File: config.mk
export PLATFORM = sky130hd
export DESIGN_NAME = rot_reader
export DESIGN_NICKNAME = d
export VERILOG_FILES = /design/src/rtl/rot_reader_pkg.sv /design/src/rtl/rot_addr_gen.sv /design/src/rtl/rot_reader.sv
export SDC_FILE = /design/constraint.sdc
export NUM_CORES = 1
export LEC_CHECK = 0
export BUFFER_PORTS_ARGS = -buffer_cell sky130_fd_sc_hd__buf_2
export CORE_AREA = 2 2 111 113
export DETAILED_ROUTE_END_ITERATION = 12
export DIE_AREA = 0 0 113 115
export GPL_TIMING_DRIVEN = 0
export PLACE_DENSITY_LB_ADDON = 0.2
export REMOVE_ABC_BUFFERS = 1
export SLEW_MARGIN = 5
export SYNTH_ARGS = -nofsm -noshare
export SYNTH_HDL_FRONTEND = slang
export SYNTH_SLANG_ARGS = --single-unit
export TNS_END_PERCENT = 100
File: constraint.sdc
create_clock -name clk -period 5.3 [get_ports clk]
set_input_delay 0 -clock clk [delete_from_list [all_inputs] [get_ports clk]]
set_output_delay 0 -clock clk [all_outputs]
set_load 0.005 [all_outputs]
File: src/rtl/rot_reader_pkg.sv
// rot_reader_pkg: shared widths, FSM encoding and rotation direction for the rotating frame reader
package rot_reader_pkg;
    localparam int ADDR_SZ = 20;
    localparam int PIX_W = 24;
    typedef enum logic [1:0] {S_IDLE, S_RUN, S_DRAIN, S_DONE} state_t;
    typedef enum logic {ROT_CW = 1'b0, ROT_CCW = 1'b1} rot_t;
endpackage

File: src/rtl/rot_addr_gen.sv
// rot_addr_gen: output row/column walk and its CW/CCW mapping to source SRAM addresses
module rot_addr_gen
    import rot_reader_pkg::*;
(
    input  logic               clk,
    input  logic               rst,
    input  logic               i_load,
    input  logic               i_step,
    input  rot_t               i_dir,
    input  logic [7:0]         i_width_m1,
    input  logic [7:0]         i_height_m1,
    output logic [ADDR_SZ-1:0] o_addr,
    output logic               o_sof,
    output logic               o_eol,
    output logic               o_last
);
    logic [7:0] r_r, r_c, r_w, r_h;
    rot_t       r_dir;
    logic [7:0] w_x, w_y;
    always_ff @(posedge clk or posedge rst) begin
        if (rst) begin
            r_r   <= '0;
            r_c   <= '0;
            r_w   <= '0;
            r_h   <= '0;
            r_dir <= ROT_CW;
        end else if (i_load) begin
            r_r   <= '0;
            r_c   <= '0;
            r_w   <= i_width_m1;
            r_h   <= i_height_m1;
            r_dir <= i_dir;
        end else if (i_step && !o_last) begin
            r_c <= o_eol ? 8'd0 : r_c + 8'd1;
            r_r <= o_eol ? r_r + 8'd1 : r_r;
        end
    end
    // counters stop on the last-pixel compare, so 255/255 never wraps
    assign o_eol  = r_c == r_h;
    assign o_sof  = (r_r == 8'd0) && (r_c == 8'd0);
    assign o_last = (r_r == r_w) && o_eol;
    assign w_x    = r_dir == ROT_CCW ? r_w - r_r : r_r;
    assign w_y    = r_dir == ROT_CCW ? r_c : r_h - r_c;
    assign o_addr = {{(ADDR_SZ-16){1'b0}}, w_x, w_y};
endmodule

File: src/rtl/rot_reader.sv
// rot_reader: streams a frame out of SRAM rotated 90 degrees, with a 2-entry skid buffer on the pixel port
module rot_reader #(
    parameter int ADDR_SZ = rot_reader_pkg::ADDR_SZ,
    parameter int PIX_W   = rot_reader_pkg::PIX_W
) (
    input  logic               clk,
    input  logic               rst,
    input  logic               i_start,
    input  logic               i_dir,
    input  logic [7:0]         i_width_m1,
    input  logic [7:0]         i_height_m1,
    output logic               o_mem_en,
    output logic [ADDR_SZ-1:0] o_mem_addr,
    input  logic [31:0]        i_mem_rdata,
    output logic               o_pix_valid,
    input  logic               i_pix_ready,
    output logic [PIX_W-1:0]   o_pix_data,
    output logic               o_pix_sof,
    output logic               o_pix_eol,
    output logic               o_busy,
    output logic               o_frame_done
);
    import rot_reader_pkg::*;
    state_t               r_state, w_next;
    logic                 r_pend, r_pend_sof, r_pend_eol;
    logic                 r_wp, r_rp;
    logic [1:0]           r_cnt;
    logic [PIX_W+1:0]     r_buf [2];
    logic [PIX_W+1:0]     w_head;
    logic                 w_load, w_pop, w_issue, w_sof, w_eol, w_last;
    logic [ADDR_SZ-1:0]   w_addr;
    logic                 w_unused;
    rot_addr_gen u_gen (
        .clk         (clk),
        .rst         (rst),
        .i_load      (w_load),
        .i_step      (w_issue),
        .i_dir       (rot_t'(i_dir)),
        .i_width_m1  (i_width_m1),
        .i_height_m1 (i_height_m1),
        .o_addr      (w_addr),
        .o_sof       (w_sof),
        .o_eol       (w_eol),
        .o_last      (w_last)
    );
    assign w_load  = (r_state == S_IDLE) && i_start;
    assign w_pop   = o_pix_valid && i_pix_ready;
    // a pixel leaving this cycle frees its slot, which keeps one read per cycle going
    assign w_issue = (r_state == S_RUN) && (({1'b0, r_cnt} + {2'b0, r_pend}) < (3'd2 + {2'b0, w_pop}));
    always_comb begin
        w_next = r_state;
        w_next = r_state == S_IDLE  ? (i_start ? S_RUN : S_IDLE) :
                 r_state == S_RUN   ? (w_issue && w_last ? S_DRAIN : S_RUN) :
                 r_state == S_DRAIN ? (w_pop && r_cnt == 2'd1 && !r_pend ? S_DONE : S_DRAIN) :
                                      S_IDLE;
    end
    always_ff @(posedge clk or posedge rst) begin
        if (rst) begin
            r_state <= S_IDLE;
        end else begin
            r_state <= w_next;
        end
    end
    always_ff @(posedge clk or posedge rst) begin
        if (rst) begin
            r_pend     <= 1'b0;
            r_pend_sof <= 1'b0;
            r_pend_eol <= 1'b0;
            r_wp       <= 1'b0;
            r_rp       <= 1'b0;
            r_cnt      <= 2'd0;
            r_buf[0]   <= '0;
            r_buf[1]   <= '0;
        end else begin
            r_pend     <= w_issue;
            r_pend_sof <= w_sof;
            r_pend_eol <= w_eol;
            if (r_pend) begin
                r_buf[r_wp] <= {r_pend_sof, r_pend_eol, i_mem_rdata[PIX_W-1:0]};
                r_wp        <= ~r_wp;
            end
            if (w_pop) r_rp <= ~r_rp;
            r_cnt <= r_cnt + {1'b0, r_pend} - {1'b0, w_pop};
        end
    end
    assign w_head       = r_buf[r_rp];
    assign w_unused     = &{1'b0, i_mem_rdata[31:PIX_W]};
    assign o_pix_valid  = r_cnt != 2'd0;
    assign o_pix_data   = w_head[PIX_W-1:0];
    assign o_pix_sof    = o_pix_valid && w_head[PIX_W+1];
    assign o_pix_eol    = o_pix_valid && w_head[PIX_W];
    assign o_mem_en     = w_issue;
    assign o_mem_addr   = w_issue ? w_addr : '0;
    assign o_busy       = (r_state == S_RUN) || (r_state == S_DRAIN);
    assign o_frame_done = r_state == S_DONE;
endmodule

# After elaboration in Yosys (flattened, before gate mapping)
# Cells that the tools add are included.
op_classes:
  add_sub_neg: 8
  mul: 0
  div_mod_pow: 0
  order_cmp: 4
  eq_ne: 6
  shift: 0
  n_mux: 21
  n_bitwise: 4
  reduce_logical: 22
op_table:
  columns: ["cell", "count"]
  rows:
  - ["$mux 26", 4]
  - ["$mux 8", 8]
  - ["$bwmux 52", 1]
  - ["$demux 26 s1", 1]
  - ["$add 8x1->8 const B", 2]
  - ["$eq 8x8->1", 2]
  - ["$logic_not 8->1", 2]
  - ["$mux 16", 1]
  - ["$sub 8x8->8", 2]
  - ["$logic_and 1x1->1", 12]
  - ["$mux 2", 4]
  - ["$reduce_bool 2->1", 3]
  - ["$eq 2x1->1 const B", 2]
  - ["$eq 2x2->1 const B", 2]
  - ["$ge 2x2->1 const B", 2]
  - ["$not 1->2", 2]
  - ["$add 2x1->3", 1]
  - ["$add 2x1->3 const A", 1]
  - ["$lt 3x3->1", 1]
  - ["$add 2x1->2", 1]
  - ["$logic_not 1->1", 2]
  - ["$logic_not 2->1", 1]
  - ["$lt 2x1->1 const B", 1]
  - ["$mux 1", 2]
  - ["4 further kinds", 5]
word_totals:
  regBits: 94
  latchBits: 0
  ramBits: 0
  rom_bits: 0
  output_inout_bits: 50
  n_memories: 0

# Depth between registers and ports, before layout
logic_depth:
  depth_word: 9
  mapped_depth: 10
  mapped_depth_nobuf: 10

# Modules after synthesis
# From an unflattened synthesis, not the netlist that was laid out.
hier_totals:
  cells_unflattened: 501
  area_unflattened_um2: 5651.7
modules_own_cells:
  columns: ["module", "instances", "cells_each", "area_per_inst_um2", "seq_area_each_um2"]
  rows:
  - ["rot_reader", 1, 210, 3061.7, 1526.5]
  - ["rot_addr_gen", 1, 291, 2590.0, 825.8]

# Least setup slack after synthesis
# OpenSTA, ideal clock, no wires.
synth_path:
  path_kind: "register -> register"
  start: "register u_gen.r_c[6]"
  end: "register u_gen.r_r[4]"
  arrival_ns: 1.981
  required_ns: 5.234
  setup_slack_ns: 3.253
  stages_incl_launch_ff: 9
  path_buffers: 1
  path_cell_list: "dfrtp_1 -> clkbuf_1 -> inv_1 -> ha_1 -> nand4_2 -> nor3_4 -> nand4_4 -> or4_1 -> nand2_1"
synth_via:
  elab_chain_len: 6
  word_cells_on_any_way: 7
  cone_classes: "1 x eq/ne; 6 x reduce/logical"
synth_rtl:
  columns: ["element", "line", "text"]
  rows:
  - ["from (decl)", "rot_addr_gen.sv:17", "logic [7:0] r_r, r_c, r_w, r_h;"]
  - ["from (signal assigned)", "rot_addr_gen.sv:34", "r_c <= o_eol ? 8'd0 : r_c + 8'd1;"]
  - ["$eq 8x8->1 *", "rot_addr_gen.sv:39", "assign o_eol = r_c == r_h;"]
  - ["$logic_and 1x1->1", "rot_addr_gen.sv:41", "assign o_last = (r_r == r_w) && o_eol;"]
  - ["$logic_not 1->1", "rot_addr_gen.sv:33", "end else if (i_step && !o_last) begin"]
  - ["$logic_and 1x1->1", "rot_addr_gen.sv:33", null]
  - ["$reduce_bool 2->1 (no source line)", null, null]
  - ["$reduce_and 2->1 (no source line) *", null, null]
  - ["to (signal assigned)", "rot_addr_gen.sv:35", "r_r <= o_eol ? r_r + 8'd1 : r_r;"]
  - ["to (decl)", "rot_addr_gen.sv:17", null]
# Mark *: on every way between the ends. The rest lies on a longest branch, timed or not.
# A chain may end at the register's enable or synchronous reset.

# Final worst setup path
layout_path:
  start: "register r_pend"
  end: "output port o_mem_addr[15]"
layout_via:
  elab_chain_len: 4
layout_rtl:
  columns: ["element", "line", "text"]
  rows:
  - ["from (decl)", "rot_reader.sv:25", "logic r_pend, r_pend_sof, r_pend_eol;"]
  - ["from (signal assigned)", "rot_reader.sv:75", "r_pend <= w_issue;"]
  - ["$add 2x1->3", "rot_reader.sv:49", "assign w_issue = (r_state == S_RUN) && (({1'b0, r_cnt} + {2'b0, r_pend}) < (3'd2 + {2'b0, w_pop}));"]
  - ["$lt 3x3->1", "rot_reader.sv:49", null]
  - ["$logic_and 1x1->1", "rot_reader.sv:49", null]
  - ["$mux 16", "rot_reader.sv:93", "assign o_mem_addr = w_issue ? w_addr : '0;"]
  - ["to (decl)", "rot_reader.sv:13", "output logic [ADDR_SZ-1:0] o_mem_addr,"]
# No other way between the ends.

==> run summary <==
status: finished, violations left
failing checks: DRC
Post-DP HPWL: 7520 µm
clk_lat worst skew: 0.34 ns
ANT cells: 0
vias in the first global route: 4,093
DRT Pass-1 Iters: 8
CTS clock-pin slew for the worst setup and hold paths: 0.07 ns
WP data arrival: 2.62 ns
final count of negative-setup-slack endpoints: 0
relative slew slack: 0.173
Final Skew: 0.00390 ns
r2r startpoint: r_pend
gr ovfl total: 0
Area Overhead vs Synth: 25.2%
Tcrit/Tclk final: 0.494
Mean Syn Cell Area: 10.5 µm²
Static Leakage: 3.05 nW
clk sinks: 94
ranking of synthesized cells by area: dfrtp_1, mux2_2, ha_1
Synth top cells by count: dfrtp_1, mux2_2, nand2_1
share of Yosys cell area claimed by the top area cell type: 0.451
Synth Cell Area: 0.00521 mm²
Core Rows: 40
antenna-violating nets left: 0
Final Hold Fails: 0
reg-to-reg slack, setup: 2.88 ns
DR vias/cell: 5.12
Hold Path Class: in2async
final instance area: 0.00653 mm²
Yosys warning count: 0
CTS tree: built
GPL Wtd Cong: 0.829
CP endpoint kind: primary output
Worst Path Class, Setup: reg2out
initial DRC count: 181
Root Buffer: clkbuf_16
post-synthesis cell count: 496
Top FF cell, synth: dfrtp_1
Core Region: 0.0118 mm²
Post-CTS Setup Inserts: 0
DRC viols: 8
post_cts resized: 0
post-placement cell area: 0.00579 mm²
Power Density: 589 mW/mm²
distinct cell type count after synthesis: 51
Max-Cap Viols: 0
Worst VDD drop: 0.274 mV
initial antenna violation count: 0
Max H-tree Level: 3
Overall Global Routing Usage: 0.185
Final Critical Period: 2.62 ns
number of synthesized flops with an enable pin: 0
Die ar.: 0.0130 mm²
layout cells sized above 1: 0.319
Via Count: 3,956
io pins: 103
die width: 113 µm
worst-margin pin slew: 1.24 ns
fmax: 0.382 GHz
ys async rst share: 1.00
worst reg2reg path depth: 8
layout net count: 702
Port Buf Inserts: 90
Longest Clk Path Bufs: 2
global-route wire length before repair: 19,200 µm
sequential area share after synthesis: 0.451
r2r endpoint: u_gen.r_c[7]
Die Y: 115 µm
setup tns final: 0 ns
Post-CTS Hold Buffers: 43
Starting Density: 0.441
total power: 0.00385 W
Yosys top cell by area: dfrtp_1
synthesized flop and latch total: 94
CTS Buf Count: 9
Final Max Slew Viols: 0
Crit Path Max Fanout: 18
unrepaired setup endpoints after global routing: false
aggregate routed wire length: 11,300 µm
Avg WL per Cell: 14.6 µm
pin count of the biggest net entering global routing: 53
FILL cells: 1,074
critical path startpoint category: register
CP required: 5.30 ns
count leader, synth: dfrtp_1
flip-flops by register name (all words and copies together), names as in the netlist:
| register | flops |
|---|---|
| r_buf | 52 |
| r_cnt | 2 |
| r_pend | 1 |
| r_pend_eol | 1 |
| r_pend_sof | 1 |
| r_rp | 1 |
| r_state | 2 |
| r_wp | 1 |
| u_gen.r_c | 8 |
| u_gen.r_dir | 1 |
| u_gen.r_h | 8 |
| u_gen.r_r | 8 |
| u_gen.r_w | 8 |
worst max-delay path: stages (launching register included):
cell and delay [ns]:
dfrtp_1 0.46, ha_1 0.24, ha_1 0.17, and2b_2 0.29, nand2_2 0.30, inv_2 0.35, nand2_1 0.09, o31ai_1 0.21
buf_2 0.16
layer usage:
layer,vias up,part of all wire,GRT usage
met5,-,0,0
met4,0,0.018,0.0748
met3,14,0.041,0.0274
met2,88,0.49,0.322
met1,1902,0.45,0.232
li1,1952,-,-
metrics by stage:
| stage | setup WS [ns] | std cells | util | hold WS [ns] |
|---|---|---|---|---|
| 6_report | 2.68 | 773 | 0.553 | 0.267 |
| 5_1_grt | 2.48 | 773 | 0.553 | 0.321 |
| 4_1_cts | 2.67 | 773 | 0.552 | 0.266 |
| 3_5_place_dp | 2.86 | 714 | 0.490 | 0.0916 |
| 3_3_place_gp | 1.74 | 713 | 0.487 | 0.190 |
| 2_1_floorplan | 2.85 | 476 | - | 0.105 |
worst max-delay path by stage:
stage	startpoint	end	slack, ns	depth (start not counted)
4_1_cts	r_pend	o_mem_addr[15]	2.67	8
3_5_place_dp	r_pend	u_gen.r_c[7]	2.86	8
6_report	r_pend	o_mem_addr[15]	2.68	8
3_3_place_gp	rst	r_buf[11]	1.74	2
5_1_grt	r_pend	o_mem_addr[15]	2.48	8
2_1_floorplan	rst	r_buf[0]	2.85	1
area by class of cell:
cell class	count	area, µm²	share of cell area
repair buffers	134	908	0.139
inverters	27	104	0.0159
multi-input cells	355	2670	0.409
clock inverters	6	68.8	0.0105
clock buffers	10	239	0.0366
flip-flops and latches	94	2350	0.360
well taps	147	184	0.0282
power breakdown:
part,switching (W),internal [W],leakage [nW],total [W]
Combinational,0.000913,0.000961,1.76,0.00187
Clock,0.000283,0.000381,0.149,0.000664
Sequential,0.000274,0.00103,1.15,0.00131
kinds of logic (layout without fill, tap and decap cells):
family                   count (synthesis)  in the layout  share of synthesized area
AND/OR/NAND/NOR                        158            158                      0.151
AO/OA/AOI/OAI                           58             58                     0.0677
other                                    1              4                   0.000719
flip-flops                              94             94                      0.451
XOR/XNOR                                21             21                     0.0367
multiplexers                            86             86                      0.184
adder cells (fa/ha/maj)                 28             28                     0.0701
buffers and inverters                   50            177                     0.0394
cells in the final DEF, fill, tap and decap left out, drive strengths merged, types with 2 or more instances in the layout:
cell type	instances
a211oi	2
a21o	5
a21oi	23
and2	4
buf	91
clkbuf	10
clkinv	3
conb	4
dfrtp	94
dlygate4sd3	43
fa	2
ha	26
inv	28
mux2	77
mux2i	9
nand2	65
nand2b	9
nand3	14
nand4	9
nor2	30
nor3	10
nor4	3
o211ai	2
o21ai	18
o21bai	2
o31ai	3
or3	5
or4	3
xnor2	13
xor2	8
Note: power is estimated with default switching activity, not from simulation.
